==> src/rtl/cpu_pkg.sv <==
// Shared CPU front-end definitions: sequencer states, vectors,
// PC increment and a target alignment helper.
package cpu_pkg;

    typedef enum logic [1:0] {
        ST_BOOT     = 2'd0,
        ST_RUN      = 2'd1,
        ST_REDIRECT = 2'd2,
        ST_HALT     = 2'd3
    } pc_state_e;

    localparam logic [31:0] RESET_VEC_DEF = 32'h0000_0000;
    localparam logic [31:0] EXC_VEC_DEF   = 32'h0000_0180;
    localparam logic [31:0] PC_INC        = 32'd4;

    function automatic logic misaligned(input logic [31:0] addr);
        return addr[1:0] != 2'b00;
    endfunction

endpackage

==> src/rtl/pc_next_sel.sv <==
// Next-PC priority mux: exception, misaligned target, branch,
// jump, stall, then sequential increment.
module pc_next_sel
    import cpu_pkg::*;
#(
    parameter logic [31:0] EXC_VEC = EXC_VEC_DEF
) (
    input  logic [31:0] pc_i,
    input  logic        exc_i,
    input  logic        br_taken_i,
    input  logic [31:0] br_target_i,
    input  logic        jump_i,
    input  logic [31:0] jump_target_i,
    input  logic        stall_i,
    output logic [31:0] next_pc_o,
    output logic        redirect_o,
    output logic        exc_o
);

    logic [31:0] tgt;
    logic        tgt_sel;

    // A taken branch shadows a same-cycle jump.
    assign tgt     = br_taken_i ? br_target_i : jump_target_i;
    assign tgt_sel = br_taken_i | jump_i;

    always_comb begin
        next_pc_o  = pc_i + PC_INC;
        redirect_o = 1'b0;
        exc_o      = 1'b0;
        if (exc_i) begin
            next_pc_o = EXC_VEC;
            exc_o     = 1'b1;
        end else if (tgt_sel && misaligned(tgt)) begin
            next_pc_o = EXC_VEC;
            exc_o     = 1'b1;
        end else if (tgt_sel) begin
            next_pc_o  = tgt;
            redirect_o = 1'b1;
        end else if (stall_i) begin
            next_pc_o = pc_i;
        end
    end

endmodule

==> src/rtl/pc_sequencer.sv <==
// Fetch PC sequencer: boot, run, one-cycle redirect flush and halt,
// with exception PC capture.
module pc_sequencer
    import cpu_pkg::*;
#(
    parameter logic [31:0] RESET_VEC = RESET_VEC_DEF,
    parameter logic [31:0] EXC_VEC   = EXC_VEC_DEF
) (
    input  logic        clk,
    input  logic        rst_n,
    input  logic        stall_i,
    input  logic        br_taken_i,
    input  logic [31:0] br_target_i,
    input  logic        jump_i,
    input  logic [31:0] jump_target_i,
    input  logic        exc_i,
    input  logic        halt_i,
    output logic [31:0] pc_o,
    output logic        pc_valid_o,
    output logic        flush_o,
    output logic [31:0] epc_o,
    output logic [1:0]  state_o
);

    pc_state_e   state_q, state_d;
    logic [31:0] pc_q, pc_d;
    logic [31:0] epc_q, epc_d;
    logic        flush_q;

    logic [31:0] sel_pc;
    logic        sel_redir;
    logic        sel_exc;
    logic [31:0] bad_tgt;

    pc_next_sel #(
        .EXC_VEC (EXC_VEC)
    ) u_sel (
        .pc_i          (pc_q),
        .exc_i         (exc_i),
        .br_taken_i    (br_taken_i),
        .br_target_i   (br_target_i),
        .jump_i        (jump_i),
        .jump_target_i (jump_target_i),
        .stall_i       (stall_i),
        .next_pc_o     (sel_pc),
        .redirect_o    (sel_redir),
        .exc_o         (sel_exc)
    );

    assign bad_tgt = br_taken_i ? br_target_i : jump_target_i;

    always_comb begin
        state_d = state_q;
        pc_d    = pc_q;
        epc_d   = epc_q;
        unique case (state_q)
            ST_BOOT: begin
                state_d = ST_RUN;
            end
            ST_RUN, ST_REDIRECT: begin
                pc_d = sel_pc;
                if (sel_exc) begin
                    state_d = ST_REDIRECT;
                    epc_d   = exc_i ? pc_q : bad_tgt;
                end else if (sel_redir) begin
                    state_d = ST_REDIRECT;
                end else if (state_q == ST_RUN && halt_i) begin
                    state_d = ST_HALT;
                    pc_d    = pc_q;
                end else begin
                    state_d = ST_RUN;
                end
            end
            ST_HALT: begin
                if (exc_i) begin
                    state_d = ST_REDIRECT;
                    pc_d    = EXC_VEC;
                    epc_d   = pc_q;
                end
            end
            default: begin
                state_d = ST_BOOT;
            end
        endcase
    end

    always_ff @(posedge clk or negedge rst_n) begin
        if (!rst_n) begin
            state_q <= ST_BOOT;
            pc_q    <= RESET_VEC;
            epc_q   <= '0;
            flush_q <= 1'b0;
        end else begin
            state_q <= state_d;
            pc_q    <= pc_d;
            epc_q   <= epc_d;
            flush_q <= (state_d == ST_REDIRECT);
        end
    end

    assign pc_o       = pc_q;
    assign epc_o      = epc_q;
    assign flush_o    = flush_q;
    assign state_o    = state_q;
    assign pc_valid_o = (state_q == ST_RUN) || (state_q == ST_REDIRECT);

endmodule

==> config.mk <==
export PLATFORM = sky130hd
export DESIGN_NAME = pc_sequencer
export DESIGN_NICKNAME = d
export VERILOG_FILES = /design/src/rtl/cpu_pkg.sv /design/src/rtl/pc_next_sel.sv /design/src/rtl/pc_sequencer.sv
export SDC_FILE = /design/constraint.sdc
export NUM_CORES = 1
export LEC_CHECK = 0
export BUFFER_PORTS_ARGS = -buffer_cell sky130_fd_sc_hd__buf_4
export CAP_MARGIN = 20
export CORE_UTILIZATION = 40
export CTS_CLUSTER_DIAMETER = 30
export DETAILED_ROUTE_END_ITERATION = 6
export PLACE_DENSITY = 0.71
export SLEW_MARGIN = 25
export SYNTH_ARGS = -nofsm -noshare
export SYNTH_HDL_FRONTEND = slang
export SYNTH_SLANG_ARGS = --single-unit
==> constraint.sdc <==
create_clock -name clk -period 2 [get_ports clk]
set_input_delay 0.1 -clock clk [delete_from_list [all_inputs] [get_ports clk]]
set_output_delay 0.1 -clock clk [all_outputs]
set_load 0.05 [all_outputs]
# Word-level counts from Yosys, hierarchy flattened
# Cells that the tools add are included.
word_totals:
  inputBits: 71
  wordCells: 46
  out_inout_bits: 68
  register_bits: 67
op_classes:
  n_reduce_logical: 9
  muxes: 24
  add_sub_neg: 1
  bitwise: 1
  n_eq_ne: 7
ops:
  columns: ["op", "count"]
  rows:
  - ["2-to-1 mux 32 bit", 12]
  - ["one-hot mux 32 bit (2 select lines)", 2]
  - ["adder 32 x 3 -> 32 bit (second input constant)", 1]
  - ["2-to-1 mux 2 bit", 4]
  - ["equality test 2 bit (second input constant)", 3]
  - ["one-hot mux 2 bit (3 select lines)", 1]
  - ["AND reduction 3 bit", 2]
  - ["2-to-1 mux 1 bit", 5]
  - ["!= test 2 bit (second input constant)", 2]
  - ["!= test 4 bit (second input constant)", 1]
  - ["nonzero test 2 bit", 2]
  - ["equality test 2 x 1 -> 1 bit (second input constant)", 1]
  - ["logical AND 1 bit", 2]
  - ["zero test 2 bit", 1]
  - ["OR reduction 2 bit", 1]
  - ["logical OR 1 bit", 1]
  - ["OR 1 bit", 1]

# Depth between registers and ports, before layout
# Gate-level depths: netlist of the first run.
logic_depth:
  word_depth: 9
  mapped_depth: 8
  ltp_nobuf: 7

# By module
# From an unflattened synthesis of the first run, not the netlist that was laid out.
hier_totals:
  hier_cells: 456
  area_unflattened_um2: 4645.7
modules_own_cells:
  columns: ["mod", "seq_area_each_um2", "cells_each", "area_each_um2", "n_inst"]
  rows:
  - ["pc_sequencer", 1676.6, 267, 3365.7, 1]
  - ["pc_next_sel", 0.0, 189, 1280.0, 1]

# Worst setup path before layout of the first run
# No wires, ideal clock.
synth_path:
  path_type: "register to register"
  startpoint: "register state_q[1] (netlist: state_o[1])"
  endpoint: "register pc_q[23] (netlist: pc_o[23])"
  stages_incl_launch_ff: 9
  synth_period_minus_slack_ns: 2.675
  path_buffers: 1
  arrival_ns: 2.526
  setup_time_ns: 0.150
  required_time_ns: 1.850
  slack_ns: -0.675
  path_cell_list: "dfrtp_1 -> inv_1 -> ha_1 -> or3b_1 -> o2111ai_2 -> buf_4 -> a41oi_1 -> o21ai_1 -> o311ai_1"
synth_via:
  elab_chain_len: 4
  elab_cells_between_ends: 10
  cone_classes: "eq/ne (5); mux (1); reduce/logical (4)"
synth_lines:
  columns: ["item", "line_no", "rtl"]
  rows:
  - ["from (decl)", "pc_sequencer.sv:25", "pc_state_e state_q, state_d;"]
  - ["from (signal assigned)", "pc_sequencer.sv:94", "state_q <= state_d;"]
  - ["equality test 2 x 1 -> 1 bit / equality test 2 bit (equally long branches)", "pc_sequencer.sv:56, pc_sequencer.sv:67", null]
  - ["OR reduction 2 bit / logical AND 1 bit (equally long branches)", "pc_sequencer.sv:56, pc_sequencer.sv:67", null]
  - ["!= test 4 bit (no line) / nonzero test 2 bit (equally long branches)", null, null]
  - ["AND reduction 3 bit (no line)", null, null]
  - ["to (signal assigned)", "pc_sequencer.sv:95", "pc_q <= pc_d;"]
  - ["to (decl)", "pc_sequencer.sv:26", "logic [31:0] pc_q, pc_d;"]
# Several ways; a longest one is shown, not always the timed one.
# A chain may end at the register's enable or synchronous reset.

# Worst setup path after layout of the first run
layout_path:
  startpoint: "register state_q[0] (netlist: state_o[0])"
  endpoint: "register pc_q[23] (netlist: pc_o[23])"
# The elaborated chain is that of the path after synthesis.

==> metrics.txt, run 1 <==
CTS tree yes; layout cell share with drive strength beyond 1 0.337; TritonCTS Buffers 9; status finished, final reports clean; leading cell types in the layout, fill and taps excluded buf_4 (158), o21ai_0 (80), nand2_1 (70); max-cap viol count 0; Post-Route WL 13400 µm; Post-Syn Area per Cell 8.41 µm²; initial core utilization 0.411; total die area 11000 µm²; setup bufs post-CTS 0; Hold Crit Class primary input to register; CP max FO 30; Post-Synthesis Net Count 579; post-layout min period 1.99 ns; most used flip-flop cell after synthesis dfrtp_1; antenna viol nets, final 0; Pleak 2.73 nW; total power 8.26 mW; most common cell after layout, fill and taps aside buf_4; residual DRC count 0; largest net degree at the start of global routing 40; gr ovfl total 0; port bufs 138; first-pass GRT wire length 21700 µm; core area 10300 µm²; total I/O pin count 139; first drt pass iteration count 7; drt first-iter violations 350; Die Y 105 µm; met1 WL 5910 µm; diodes inserted 0; Cells after Synth 504; CP endpoint kind register; drt wl/cell 17.1 µm; Synth warnings 0; CTS root buffer clkbuf_8; Synth cell types 57; RD Place Congestion 0.879; drt via density 5.73; Clock Skews 0.0100 ns; Async S/R FF share, synth 1.00; met2 WL 6170 µm; Critical Path AT 2.20 ns; dpl hpwl 9990 µm; Final #Nets 722; Area Growth Syn to Fin 38.3%; clk_lat worst skew 0.35 ns; via count 4516; Slew headroom 0.640; Num Clock Sinks 67; f_max 0.504 GHz; Final Hold Fails 0; initial antenna violation count 0; RSZ-0062 raised after global routing yes; period utilization 0.993; row cnt 37; final setup fails 0; top sig layer met4; Die Width 105 µm; Tot GR Track Use 0.249; Seq/Total Area, Yosys 0.395; Pwr Density 1410 nW/µm²; placed inst area 5590 µm²; Filler Cells Inserted 935; H-tree depth 3; clock-pin slew on the worst setup and hold paths 0.08 ns; wire length on met3 1070 µm; vias in the first global route 4265; Seq cells post-synth 67; startpoint class of the critical path register; Worst Path Required 2.22 ns; maximum vdd ir drop 744 µV; EDFF count, synth 0; mapped cell area 4240 µm²; post-route cell area 5860 µm²; Slew Viols, Final 0; Max clock buf depth 2; Slew @ Worst Pin 0.540 ns; critical path class register to register
## worst max-delay path, cell delays in order (launching register included)
cell and delay, ns:
dfrtp_2 0.37, inv_2 0.05, ha_4 0.25, or3b_4 0.40
o2111ai_4 0.22, buf_12 0.22, a41oi_2 0.06, o21ai_1 0.18
o311ai_1 0.11
## area by class of cell
type / instances / area [µm²] / area share
Inverter: 8 / 30.0 / 0.00512
Timing Repair Buffer: 168 / 1330 / 0.227
Clock buffer: 13 / 169 / 0.0288
Sequential cell: 67 / 1680 / 0.286
Tap cell: 136 / 170 / 0.0290
Multi-Input combinational cell: 393 / 2440 / 0.416
Clock inverter: 3 / 45.0 / 0.00768
## sequential cells by signal, summed over array words and instances, names as in the netlist
| name | cells |
|---|---|
| epc_o | 32 |
| pc_o | 32 |
| flush_o | 1 |
| state_o | 2 |
## kinds of logic (layout without fill, tap and decap cells)
logic type / after synthesis / count (layout) / synth area share
buf+inv: 44 / 192 / 0.0478
simple gates: 185 / 185 / 0.224
fa+ha+maj: 4 / 4 / 0.0118
mux: 37 / 37 / 0.0888
flops: 67 / 67 / 0.395
compound gates: 167 / 167 / 0.232
## metal layers
layer  vias up  track usage
met3        27       0.0343
met2       236        0.377
met5         -            0
met4         0        0.102
met1      2137        0.356
li1       2116            -
## report_power, final
group | internal, mW | switching, mW | leakage, nW | total, mW
Clock | 0.679 | 0.526 | 0.102 | 1.20
Combinational | 1.57 | 3.25 | 1.76 | 4.82
Sequential | 1.81 | 0.416 | 0.869 | 2.23
Total | 4.07 | 4.19 | 2.73 | 8.26
## final timing paths
check / cells after the start / endpoint / from / slack, ns
setup / recovery: 8 / pc_o[23]$_DFFE_PN0P_ / state_o[0]$_DFF_PN0_ / 0.01
hold / removal: 2 / state_o[0]$_DFF_PN0_ / exc_i / 0.15
setup reg to reg: 8 / pc_o[23]$_DFFE_PN0P_ / state_o[0]$_DFF_PN0_ / 0.01
hold reg to reg: 2 / epc_o[27]$_DFFE_PN0P_ / epc_o[27]$_DFFE_PN0P_ / 0.48
max in group asynchronous: 3 / state_o[0]$_DFF_PN0_ / rst_n / 1.19
min in group asynchronous: 2 / epc_o[13]$_DFFE_PN0P_ / rst_n / 0.25
## metrics by stage
stage | utilization | setup TNS (ns) | hold WS [ns] | std cells | worst slack, ns
5_1_grt | 0.568 | -0.220 | 0.157 | 788 | -0.0617
4_1_cts | 0.564 | 0 | 0.129 | 788 | 0.000114
3_3_place_gp | 0.541 | 0 | 0.0796 | 771 | 0.0603
2_1_floorplan | - | -5.28 | -0.196 | 504 | -0.210
3_5_place_dp | 0.541 | 0 | 0.0876 | 771 | 0.00502
6_report | 0.568 | 0 | 0.147 | 788 | 0.0149
## timing repair
| action | in CTS | in global routing |
|---|---|---|
| resized for setup | 1 | 21 |
| hold endpoints to repair | 36 | 0 |
| setup endpoints to repair | 2 | 49 |
| hold buffers | 1 | 0 |
## cell usage after synthesis (all sizes together) (10+ instances only)
library cell  number  share of area
nor2              59          0.056
nand2             70          0.062
clkbuf            17          0.015
nand4             10          0.023
o21ai            101           0.12
mux2i             32          0.076
dfrtp             67           0.40
nand3             10          0.015
buf               19          0.025
a21oi             23          0.027
Note: power is estimated with default switching activity, not from simulation.
==> run 2: changes to the inputs <==
--- a/config.mk
+++ b/config.mk
@@ -10,6 +10,7 @@
 export CORE_UTILIZATION = 40
 export CTS_CLUSTER_DIAMETER = 30
 export DETAILED_ROUTE_END_ITERATION = 6
+export MAX_ROUTING_LAYER = met4
 export PLACE_DENSITY = 0.71
 export SLEW_MARGIN = 25
 export SYNTH_ARGS = -nofsm -noshare
==> metrics.txt, run 2 (synthesis results as in run 1) <==
worst slack at placement 0.00502 ns (unchanged); R2R setup slack 0.004 ns (about the same); cell family with the largest share of critical-path delay compound AO/OA/AOI/OAI gates; drt wl/cell 17.1 µm (+0.16%); RSZ-0062 raised after global routing yes; Pwr Density 1410 nW/µm² (about the same); worst reg2reg path startpoint state_o[0]$_DFF_PN0_; maximum vdd ir drop 745 µV (about the same); Crit path depth 8 (unchanged); Die Width 105 µm (unchanged); Final #Nets 722 (unchanged); status finished, final reports clean; Slew Viols, Final 0 (unchanged); Tot GR Track Use 0.257 (+0.00777); Num Clock Sinks 67 (unchanged); initial antenna violation count 0 (unchanged); initial core utilization 0.411 (unchanged); startpoint class of the critical path register; R2R depth 8 (unchanged); post-layout min period 2.00 ns (+0.0109 ns); fin worst setup slack 0.00407 ns (-0.0109 ns); first-pass GRT wire length 21700 µm (+0.25%); FF-to-FF End pc_o[23]$_DFFE_PN0P_; CP endpoint kind register; dpl hpwl 9990 µm (unchanged); final setup fails 0 (unchanged); critical path class register to register; CP Cell Sequence inv_2 > ha_4 > or3b_4 > o2111ai_4 > buf_12 > a41oi_2 > o21ai_1 > o311ai_1; critical path's slowest cell or3b_4; total I/O pin count 139 (unchanged); vias in the first global route 4238 (-0.63%); CTS root buffer clkbuf_8; leading cell types in the layout, fill and taps excluded buf_4 (158), o21ai_0 (80), nand2_1 (70); period utilization 0.998 (+0.00543); setup bufs post-CTS 0 (unchanged); CP bufs+invs 2 (unchanged); Slew @ Worst Pin 0.526 ns (-0.0138 ns); diodes inserted 0 (unchanged); Final Util 0.568 (unchanged); total die area 11000 µm² (unchanged); RD Place Congestion 0.893 (+1.7%); Post-Route WL 13500 µm (+0.16%); clk_lat worst skew 0.35 ns (about the same); Critical Path AT 2.22 ns (+0.02 ns); Final Hold Fails 0 (unchanged); core area 10300 µm² (unchanged); CP max FO 30 (unchanged); Die Y 105 µm (unchanged); most common cell after layout, fill and taps aside buf_4; residual DRC count 0 (unchanged); Max clock buf depth 2 (unchanged); Setup TNS 0 ns (unchanged); clock-pin slew on the worst setup and hold paths 0.08 ns (about the same); Hold Crit Class primary input to register; Worst Path Required 2.22 ns (about the same); via count 4487 (-0.64%); CP startpoint state_o[0]$_DFF_PN0_; Area Growth Syn to Fin 38.3% (unchanged); worst hold margin 0.144 ns (-0.00291 ns); f_max 0.501 GHz (-0.54%); drt first-iter violations 322 (-8.0%); TritonCTS Buffers 9 (unchanged); drt via density 5.69 (-0.64%); total power 8.26 mW (about the same); layout cell share with drive strength beyond 1 0.337 (unchanged); Clock Skews 0.00935 ns (-0.000688 ns); Pleak 2.73 nW (unchanged); Slew headroom 0.649 (+0.00918); port bufs 138 (unchanged); CTS tree yes; antenna viol nets, final 0 (unchanged); H-tree depth 3 (unchanged); row cnt 37 (unchanged); gr ovfl total 0 (unchanged); max-cap viol count 0 (unchanged); worst setup path end pc_o[23]$_DFFE_PN0P_; first drt pass iteration count 5 (-2); slowest stage delay, CP 0.40 ns (about the same); largest net degree at the start of global routing 40 (unchanged)
==> run 2: cell counts in the layout (fill, tap and decap cells not counted) <==
Identical to the previous run, type by type.
==> run 2: how the worst min path moves through the flow <==
stage	slack, ns	to	cells past startpoint	from
2_1_floorplan	-0.20	epc_o[0]$_DFFE_PN0P_	0	rst_n
3_3_place_gp	0.08	epc_o[15]$_DFFE_PN0P_	1	rst_n
3_5_place_dp	0.09	epc_o[15]$_DFFE_PN0P_	1	rst_n
4_1_cts	0.13	state_o[0]$_DFF_PN0_	2	exc_i
5_1_grt	0.16	state_o[0]$_DFF_PN0_	2	exc_i
6_report	0.14	state_o[0]$_DFF_PN0_	2	exc_i
==> run 2: final cells by class <==
type                    count  area, µm²
clock buffers              13        169
multi-input cells         393       2440
inverters                   8       30.0
repair buffers            168       1330
fillers                   935       4460
well taps                 136        170
clock inverters             3       45.0
flip-flops and latches     67       1680
==> run 2: stage by stage <==
step                      instance area [µm²]  std cells
final                                    5860        788
after floorplan                          4300        504
after global routing                     5860        788
after detailed placement                 5590        771
after global placement                   5590        771
after CTS                                5820        788
==> run 2: per-layer routing <==
| layer | wire length, µm | track usage | share of wire | up-vias |
|---|---|---|---|---|
| met5 | 0 | - | 0 | - |
| met4 | 328 | 0.102 | 0.024 | 0 |
| met3 | 1120 | 0.0337 | 0.083 | 28 |
| met2 | 6140 | 0.377 | 0.46 | 237 |
| met1 | 5870 | 0.358 | 0.44 | 2109 |
| li1 | - | - | - | 2113 |
==> run 2: what timing repair did <==
action / CTS / global route
endpoints found under the setup margin: 2 / 50
endpoints found under the hold margin: 36 / 0
hold buffers: 1 / 0
gates resized for setup: 1 / 21
==> run 2: power by group <==
| part | total (mW) | switching [mW] | internal, mW |
|---|---|---|---|
| sequential | 2.22 | 0.411 | 1.81 |
| combinational | 4.83 | 3.25 | 1.57 |
| clock | 1.21 | 0.532 | 0.679 |
